### config.mk
export PLATFORM = sky130hd
export DESIGN_NAME = fetch_unit_flat
export DESIGN_NICKNAME = d
export VERILOG_FILES = /design/src/rtl/fetch_unit_pkg.sv /design/src/rtl/fetch_unit_if.sv /design/src/rtl/fetch_unit_btb.sv /design/src/rtl/fetch_unit.sv /design/src/flat_wrapper.sv
export SDC_FILE = /design/constraint.sdc
export NUM_CORES = 1
export LEC_CHECK = 0
export CORE_MARGIN = 2
export CORE_UTILIZATION = 25
export CTS_CLUSTER_DIAMETER = 150
export DETAILED_ROUTE_END_ITERATION = 12
export PLACE_DENSITY = 0.38
export SYNTH_ARGS = -nofsm -noshare
export SYNTH_HDL_FRONTEND = slang
export SYNTH_SLANG_ARGS = --single-unit
export TNS_END_PERCENT = 10
### constraint.sdc
create_clock -name clk -period 9.41 [get_ports clk]
set_input_delay 0.941 -clock clk [delete_from_list [all_inputs] [get_ports clk]]
set_output_delay 0.941 -clock clk [all_outputs]
set_load 0.05 [all_outputs]
### src/rtl/fetch_unit_pkg.sv
// Shared types and helpers for the fetch stage: 2-bit branch counters,
// their saturating update, and default parameter values.
package fetch_unit_pkg;

  localparam logic [31:0] RESET_PC_DEFAULT  = 32'h0000_0000;
  localparam int          BTB_IDX_W_DEFAULT = 4;

  typedef enum logic [1:0] {
    SNT = 2'b00,
    WNT = 2'b01,
    WT  = 2'b10,
    ST  = 2'b11
  } ctr_t;

  function automatic ctr_t ctr_next(input ctr_t c, input logic taken);
    if (taken) return (c == ST)  ? ST  : ctr_t'(c + 2'd1);
    else       return (c == SNT) ? SNT : ctr_t'(c - 2'd1);
  endfunction

endpackage

### src/rtl/fetch_unit_if.sv
// Bundle between the fetch stage and its surroundings: instruction memory,
// the IF/ID payload, hazard stall, and branch resolution from EX.
interface fetch_unit_if;
  // ex_valid is a one-cycle valid with no ready: fetch always accepts a
  // resolved branch in the cycle it is presented, even while stalled.
  logic        stall;
  logic [31:0] imem_addr;
  logic [31:0] imem_rdata;
  logic [31:0] IR;
  logic [31:0] PC;
  logic [31:0] PCPlus4;
  logic        PredictJump;
  logic        ex_valid;
  logic [31:0] ex_pc;
  logic        ex_taken;
  logic [31:0] ex_target;
  logic        ex_predicted;
  logic        flush;

  modport master (
    input  stall, imem_rdata, ex_valid, ex_pc, ex_taken, ex_target, ex_predicted,
    output imem_addr, IR, PC, PCPlus4, PredictJump, flush
  );

  modport slave (
    output stall, imem_rdata, ex_valid, ex_pc, ex_taken, ex_target, ex_predicted,
    input  imem_addr, IR, PC, PCPlus4, PredictJump, flush
  );
endinterface

### src/rtl/fetch_unit_btb.sv
// Direct-mapped branch target buffer: combinational lookup, edge-triggered
// update from branch resolution, synchronous clear on reset.
module btb_direct_mapped
  import fetch_unit_pkg::*;
#(
  parameter int IDX_W = BTB_IDX_W_DEFAULT,
  parameter int TAG_W = 30 - IDX_W
) (
  input  logic             clk,
  input  logic             reset,
  input  logic [IDX_W-1:0] rd_idx,
  input  logic [TAG_W-1:0] rd_tag,
  output logic             rd_hit,
  output logic             rd_taken,
  output logic [31:0]      rd_target,
  input  logic             wr_en,
  input  logic [IDX_W-1:0] wr_idx,
  input  logic [TAG_W-1:0] wr_tag,
  input  logic             wr_taken,
  input  logic [31:0]      wr_target
);
  localparam int N = 1 << IDX_W;

  logic [N-1:0]     valid_q;
  logic [TAG_W-1:0] tag_q    [N];
  logic [31:0]      target_q [N];
  ctr_t             ctr_q    [N];

  logic wr_hit;

  // Lookup sees registered contents only, so an entry written this edge
  // is reported with its old value for the whole current cycle.
  assign rd_hit    = valid_q[rd_idx] && (tag_q[rd_idx] == rd_tag);
  assign rd_taken  = rd_hit && ctr_q[rd_idx][1];
  assign rd_target = target_q[rd_idx];

  assign wr_hit = valid_q[wr_idx] && (tag_q[wr_idx] == wr_tag);

  always_ff @(posedge clk) begin
    if (reset) begin
      for (int i = 0; i < N; i++) begin
        valid_q[i] <= 1'b0;
        ctr_q[i]   <= WNT;
      end
    end else if (wr_en) begin
      if (wr_hit) begin
        ctr_q[wr_idx] <= ctr_next(ctr_q[wr_idx], wr_taken);
        if (wr_taken) target_q[wr_idx] <= wr_target;
      end else if (wr_taken) begin
        // Allocation replaces whatever aliased entry lives at this index.
        valid_q[wr_idx]  <= 1'b1;
        tag_q[wr_idx]    <= wr_tag;
        target_q[wr_idx] <= wr_target;
        ctr_q[wr_idx]    <= WT;
      end
    end
  end
endmodule

### src/rtl/fetch_unit.sv
// Instruction-fetch stage: PC register, BTB-driven next-PC prediction and
// mispredict redirect from EX.
module fetch_unit
  import fetch_unit_pkg::*;
#(
  parameter logic [31:0] RESET_PC  = RESET_PC_DEFAULT,
  parameter int          BTB_IDX_W = BTB_IDX_W_DEFAULT
) (
  input  logic         clk,
  input  logic         reset,
  fetch_unit_if.master bus
);
  localparam int TAG_W = 30 - BTB_IDX_W;

  logic [31:0] pc_q;
  logic [31:0] pc_plus4;
  logic [31:0] pred_next;
  logic [31:0] redirect_pc;
  logic        btb_hit;
  logic        btb_taken;
  logic [31:0] btb_target;
  logic        mis;

  btb_direct_mapped #(
    .IDX_W (BTB_IDX_W),
    .TAG_W (TAG_W)
  ) u_btb (
    .clk       (clk),
    .reset     (reset),
    .rd_idx    (pc_q[BTB_IDX_W+1:2]),
    .rd_tag    (pc_q[31:BTB_IDX_W+2]),
    .rd_hit    (btb_hit),
    .rd_taken  (btb_taken),
    .rd_target (btb_target),
    .wr_en     (bus.ex_valid),
    .wr_idx    (bus.ex_pc[BTB_IDX_W+1:2]),
    .wr_tag    (bus.ex_pc[31:BTB_IDX_W+2]),
    .wr_taken  (bus.ex_taken),
    .wr_target (bus.ex_target)
  );

  assign pc_plus4    = pc_q + 32'd4;
  assign pred_next   = btb_taken ? btb_target : pc_plus4;
  assign mis         = bus.ex_valid && (bus.ex_taken != bus.ex_predicted);
  assign redirect_pc = bus.ex_taken ? bus.ex_target : (bus.ex_pc + 32'd4);

  // Reset beats redirect, redirect beats stall, stall beats prediction.
  always_ff @(posedge clk) begin
    if (reset)          pc_q <= RESET_PC;
    else if (mis)       pc_q <= redirect_pc;
    else if (bus.stall) pc_q <= pc_q;
    else                pc_q <= pred_next;
  end

  assign bus.imem_addr   = pc_q;
  assign bus.IR          = bus.imem_rdata;
  assign bus.PC          = pc_q;
  assign bus.PCPlus4     = pc_plus4;
  assign bus.PredictJump = btb_taken;
  assign bus.flush       = mis;

  logic unused_hit;
  assign unused_hit = btb_hit;
endmodule

### src/flat_wrapper.sv
// flat-port wrapper written by rule: the top's interface ports become plain ports
module fetch_unit_flat import fetch_unit_pkg::*;
#(
  parameter logic [31:0] RESET_PC  = RESET_PC_DEFAULT,
  parameter int          BTB_IDX_W = BTB_IDX_W_DEFAULT
)
  (clk, reset, bus_stall, bus_imem_rdata, bus_ex_valid, bus_ex_pc, bus_ex_taken, bus_ex_target, bus_ex_predicted, bus_imem_addr, bus_IR, bus_PC, bus_PCPlus4, bus_PredictJump, bus_flush);
  fetch_unit_if bus_i ();
  input  logic clk;
  input  logic reset;
  input wire logic [$bits(bus_i.stall)-1:0] bus_stall;
  input wire logic [$bits(bus_i.imem_rdata)-1:0] bus_imem_rdata;
  input wire logic [$bits(bus_i.ex_valid)-1:0] bus_ex_valid;
  input wire logic [$bits(bus_i.ex_pc)-1:0] bus_ex_pc;
  input wire logic [$bits(bus_i.ex_taken)-1:0] bus_ex_taken;
  input wire logic [$bits(bus_i.ex_target)-1:0] bus_ex_target;
  input wire logic [$bits(bus_i.ex_predicted)-1:0] bus_ex_predicted;
  output wire logic [$bits(bus_i.imem_addr)-1:0] bus_imem_addr;
  output wire logic [$bits(bus_i.IR)-1:0] bus_IR;
  output wire logic [$bits(bus_i.PC)-1:0] bus_PC;
  output wire logic [$bits(bus_i.PCPlus4)-1:0] bus_PCPlus4;
  output wire logic [$bits(bus_i.PredictJump)-1:0] bus_PredictJump;
  output wire logic [$bits(bus_i.flush)-1:0] bus_flush;
  assign bus_i.stall = bus_stall;
  assign bus_i.imem_rdata = bus_imem_rdata;
  assign bus_i.ex_valid = bus_ex_valid;
  assign bus_i.ex_pc = bus_ex_pc;
  assign bus_i.ex_taken = bus_ex_taken;
  assign bus_i.ex_target = bus_ex_target;
  assign bus_i.ex_predicted = bus_ex_predicted;
  assign bus_imem_addr = bus_i.imem_addr;
  assign bus_IR = bus_i.IR;
  assign bus_PC = bus_i.PC;
  assign bus_PCPlus4 = bus_i.PCPlus4;
  assign bus_PredictJump = bus_i.PredictJump;
  assign bus_flush = bus_i.flush;
  fetch_unit #(.RESET_PC(RESET_PC), .BTB_IDX_W(BTB_IDX_W)) u_core (.clk(clk), .reset(reset), .bus(bus_i));
endmodule
# Yosys cells after proc, flatten, opt, wreduce, memory -nomap -nowiden
# Memory sizes are Yosys's and may differ from the RTL's. A register that Yosys moved wholly into a read port is not among the register bits.
# Index checks and enable logic that the tools add are counted.
# classes
n_addsub	4
magnitude_cmp	3
eq_ne	5
mux	42
bitwise	4
reduce_logical	8
# ops
op	n
$mux W32	5
$add A32 B3 Y32 const B	2
$eq A26 B26 Y1	2
$mux W4	7
$mux W1	19
$mux W2	8
$or A16 B16 Y16	1
$lt A4 B5 Y1 const B	2
$bmux W1 S4	2
$logic_and A1 B1 Y1	5
$demux W1 S4	1
$ge A4 B1 Y1 const B	1
$reduce_and A3 Y1	1
$add A2 B1 Y2 const B	1
$eq A2 B2 Y1 const B	1
$logic_not A2 Y1	1
$ne A2 B1 Y1 const B	1
$or A1 B1 Y1	2
$reduce_or A2 Y1	1
$sub A2 B1 Y2 const B	1
$ne A1 B1 Y1	1
$not A1 Y1	1
# totals
ff_bits	48
ramBits	960
input_bits	102
out_inout_bits	130
elab_cells	71
mem_count	3
# memory_table
name	words	width	rd	rd_ports_with_merged_regs	write_ports	line	source
u_core.u_btb.target_q	16	32	1	1	1	fetch_unit_btb.sv:26	logic [31:0] target_q [N];
u_core.u_btb.tag_q	16	26	2	1	1	fetch_unit_btb.sv:25	logic [TAG_W-1:0] tag_q [N];
u_core.u_btb.ctr_q	16	2	2	1	16	fetch_unit_btb.sv:27	ctr_t ctr_q [N];

# Longest topological paths before layout
# depth
depth_word	10
depth_mapped	14
ltp_nobuf	10

# By module
# From an unflattened synthesis, not the netlist that was laid out.
# unflattened
cells_unflattened	2444
area_unflattened_um2	45478.6
# by_module_without_submodules
mod	n_inst	cells_per_inst	area_each_um2	seq_area_each_um2
btb_direct_mapped	1	1921	41636.2	29148.0
fetch_unit	1	523	3842.4	640.6

# Worst setup path before layout
# Ideal clock, no wire load.
# synth_path
kind	input-to-reg
from	in bus_ex_pc[2]
to	mem u_core.u_btb.target_q[2][0], enable pin
setup_time_ns	0.502
arrival_time_ns	5.346
required_time_ns	8.908
setup_slack_ns	3.562
path_stages	9
n_path_buf	5
path_cell_list	clkbuf_1 -> buf_6 -> buf_2 -> buf_2 -> inv_1 -> ha_1 -> clkbuf_1 -> inv_1 -> nor4_1
# synth_between
elab_chain_len	8
elab_cells_between_ends	14
cone_classes	1 x eq/ne; 10 x mux; 1 x bitwise; 1 x reduce/logical; 1 x memory
# synth_rtl
element	line	source
start, declared	flat_wrapper.sv:14	input wire logic [$bits(bus_i.ex_pc)-1:0] bus_ex_pc;
$mem_v2 Z16 W26 or $bmux W1 S4 (tied branches)	n/a	
$eq A26 B26 Y1 or $mux W1 (tied branches)	fetch_unit_btb.sv:37	assign wr_hit = valid_q[wr_idx] && (tag_q[wr_idx] == wr_tag);
$logic_and A1 B1 Y1	fetch_unit_btb.sv:37	
$mux W1	fetch_unit_btb.sv:46	if (wr_hit) begin
$mux W1	fetch_unit_btb.sv:45	end else if (wr_en) begin
$mux W1	fetch_unit_btb.sv:40	if (reset) begin
$mux W1 (on tied branches)	fetch_unit_btb.sv:48, fetch_unit_btb.sv:53	
$or A1 B1 Y1 (no line)	n/a	
end, declared	fetch_unit_btb.sv:26	
# Several ways; a longest one is shown, not always the timed one. The select of a mux whose other input is x is not followed.

==> results.tsv <==
metric	value	unit
cp_cell_sequence	buf_12 -> mux4_2 -> a22o_1 -> a221oi_1 -> xnor2_1 -> nor4_1 -> nand4_1 -> nor4_2 -> buf_4 -> clkdlybuf4s50_1	
p_sw_share	26.2	%
post_drt_wl_per_cell	31.4	um
drtPass1Iterations	5	
place_hpwl	96300	um
status	completed	
grt_overflow	0	
ant_nets	0	
die_height	430	um
setup_viol	0	
end_kind	primary output	
post_cts.repair.setup_buffers	0	
drt_iter0_markers	2204	
combPwrFrac	12.6	%
fillers	17600	
routabilityCongestion	0.821	
slowest_delay	0.83	ns
fmax	151	MHz
power_density	203	nW/um2
worst_path_max_delay_cell	clkdlybuf4s50_1	
grt_max_degree	87	
final_hold_viol_count	0	
seq_power_share	46.9	%
critical_path_class	flop to primary output	
rsz0062_at_grt	no	
core.rowCount	156	
syn_to_final_growth	17.4	%
num_vias	25100	
portBuffers	167	
syn_inst	2434	
antenna_found_initial	12	
cts_tree	yes	
post_cts_resized	0	
yosysUniqueCellTypes	72	
vdd_ir_drop_max	0.146	mV
cts_root_buf	clkbuf_16	
synth_edf_count	960	
finalCoreUtilization	29.5	%
synthFlopType	edfxtp_1	
drive_gt1_share	28.7	%
grt_pass1_vias	26600	
cts_num_sinks	1012	
fin_nets	2691	
clk_pin_slew_worst_paths	0.06	ns
p_int	7980	uW
clk_latency	0.77	ns
cap_violations	0	
postCtsHoldBufs	0	
p_clk_share	40.5	%
critical_path.max_fanout	86	
async_flop_share	0	%
worst_setup_path_start_kind	flop	
syn_area_per_cell	18.7	um2
reg2reg_slack	4.11	ns
cts_htree_levels	3	
synth_fp_nets	2541	
min_path_type	flop to flop	
grt_pass1_wl	220000	um
dieWidth	430	um
pin_count	232	
clockBufferDepth	3	
numCtsBuffers	115	
vias_per_cell	4.98	
drc	0	
power.total	10800	uW
worst_pin_slew	1.16	ns
finalCriticalPeriod	6.63	ns
power.leakage	0.0163	uW
ys_seq_area_share	65.8	%
yosysWarnings	0	
maxSlewViolCount	0	
routed_wl	159000	um
fin_tns_setup	0	ns
track_usage	17.0	%
switching_power	2830	uW
fin_crit_sh	70.4	%
syn-cell-area	45400	um2
crit_arrival	5.68	ns
cp.required	8.47	ns
start_util	25.1	%
yosys_register_bits	1012	
fin_skew	0.0500	ns
dieArea	185000	um2
core	181000	um2
max_slew_margin	22.6	%
-- sequential cells by signal, summed over array words and instances, names as in the netlist, named ones only --
| register | flops |
|---|---|
| u_core.u_btb.ctr_q | 32 |
| u_core.u_btb.tag_q | 416 |
| u_core.u_btb.target_q | 512 |
| u_core.bus.PC | 32 |
| u_core.u_btb.valid_q | 16 |
-- cells in the final DEF (no fill, tap or decap), types with 7 or more instances in the layout --
cell type	netlist	layout
a21o_1	17	17
a21oi_1	30	30
a221oi_1	11	11
a22oi_1	16	16
and2_1	11	10
and3_1	21	7
and3_2	0	14
buf_4	83	97
clkbuf_1	95	24
clkbuf_16	0	115
clkbuf_8	0	8
clkdlybuf4s50_1	0	161
clkinv_1	4	23
clkinv_2	0	24
dfxtp_1	52	48
edfxtp_1	960	960
inv_1	14	14
mux2_2	37	37
mux2i_1	44	44
mux4_2	405	405
nand2_1	62	62
nand2b_1	9	9
nand3_1	30	30
nand4_1	40	40
nor2_1	123	114
nor2_4	0	8
nor2b_1	19	15
nor3_1	29	24
nor4_1	14	10
o21ai_0	38	38
o21ai_1	11	11
o22ai_1	24	24
xnor2_1	62	62
xor2_1	38	38
-- synth_stat cells, drive strengths merged (4+ instances only) --
cell	n	area, um2
clkbuf	95	357
edfxtp	960	28800
a21oi	31	159
o21ai	49	245
a21o	17	128
nand2b	9	56.3
nor4	15	100
nor2b	19	119
nor3	30	155
mux4	405	9120
nand4	40	250
xor2	38	333
o21a	4	30.0
o22ai	24	150
dfxtp	52	1040
a221oi	14	141
inv	15	56.3
buf	136	911
clkinv	4	15.0
ha	5	62.6
mux2i	44	440
mux2	38	432
a22o	6	52.6
xnor2	62	543
and2	11	68.8
nand2	65	251
and3	21	131
a221o	4	40.0
nor2	123	462
o221ai	6	52.6
nand3	30	150
a22oi	16	120
-- power by group through the flow --
stage               logic [uW]  registers [uW]  clock network [uW]
global placement          1380            5170                   0
detailed placement        1390            5170                   0
floorplan                  880            5140                   0
global route              1440            5080                4650
CTS                       1390            5070                4490
finish                    1360            5070                4380
-- per-layer routing --
metal | GRT usage [%] | share of wire, % | wire, um
met1 | 21.5 | 41 | 65400
met4 | 5.41 | 3.2 | 5140
met5 | 0 | 0.033 | 53
met2 | 29.7 | 51 | 81100
met3 | 2.53 | 4.3 | 6890
-- layout make-up --
type / count / area [um2] / share of cell area (%)
Inverter: 19 / 72.6 / 0.136
Clock buffer: 146 / 3060 / 5.75
Tap cell: 2370 / 2970 / 5.56
Timing Repair Buffer: 264 / 2410 / 4.52
Clock inverter: 61 / 566 / 1.06
Multi-Input combinational cell: 1172 / 14300 / 26.9
Antenna cell: 1 / 2.50 / 0.00469
Sequential cell: 1012 / 29900 / 56.1
-- cells by family after synthesis --
kind of cell	after synthesis	synth area share (%)
xor+xnor	100	1.93
mux	487	22.0
buf+inv	250	2.95
flops	1012	65.8
simple gates	377	4.11
compound gates	201	3.02
fa+ha+maj	7	0.182
-- through the flow --
stage | instances | instance area [um2] | setup slack [ns] | hold WS (ns)
after floorplan | 2434 | 45400 | 3.56 | 0.438
after global placement | 4837 | 49700 | 3.39 | 0.460
after detailed placement | 4837 | 49700 | 3.29 | 0.466
after CTS | 5044 | 53300 | 2.66 | 0.480
after global routing | 5045 | 53300 | 2.46 | 0.507
final | 5045 | 53300 | 2.78 | 0.484
-- worst max-delay path, delay by kind of cell, from the launching register on --
family                 cells  cell delay [ns]
AO/OA/AOI/OAI              2             0.89
AND/OR/NAND/NOR            3             0.69
XOR/XNOR                   1             0.31
multiplexers               1             0.59
flip-flops                 1             0.65
buffers and inverters      3             1.60
-- worst paths after layout --
check | startpoint | cells past startpoint | to
hold / removal | u_core.u_btb.valid_q[10] | 1 | u_core.u_btb.valid_q[10]
setup / recovery | flop | 10 | bus_PredictJump
hold reg to reg | u_core.u_btb.valid_q[10] | 1 | u_core.u_btb.valid_q[10]
setup reg to reg | flop | 11 | flop
Note: power is estimated with default switching activity, not from simulation.
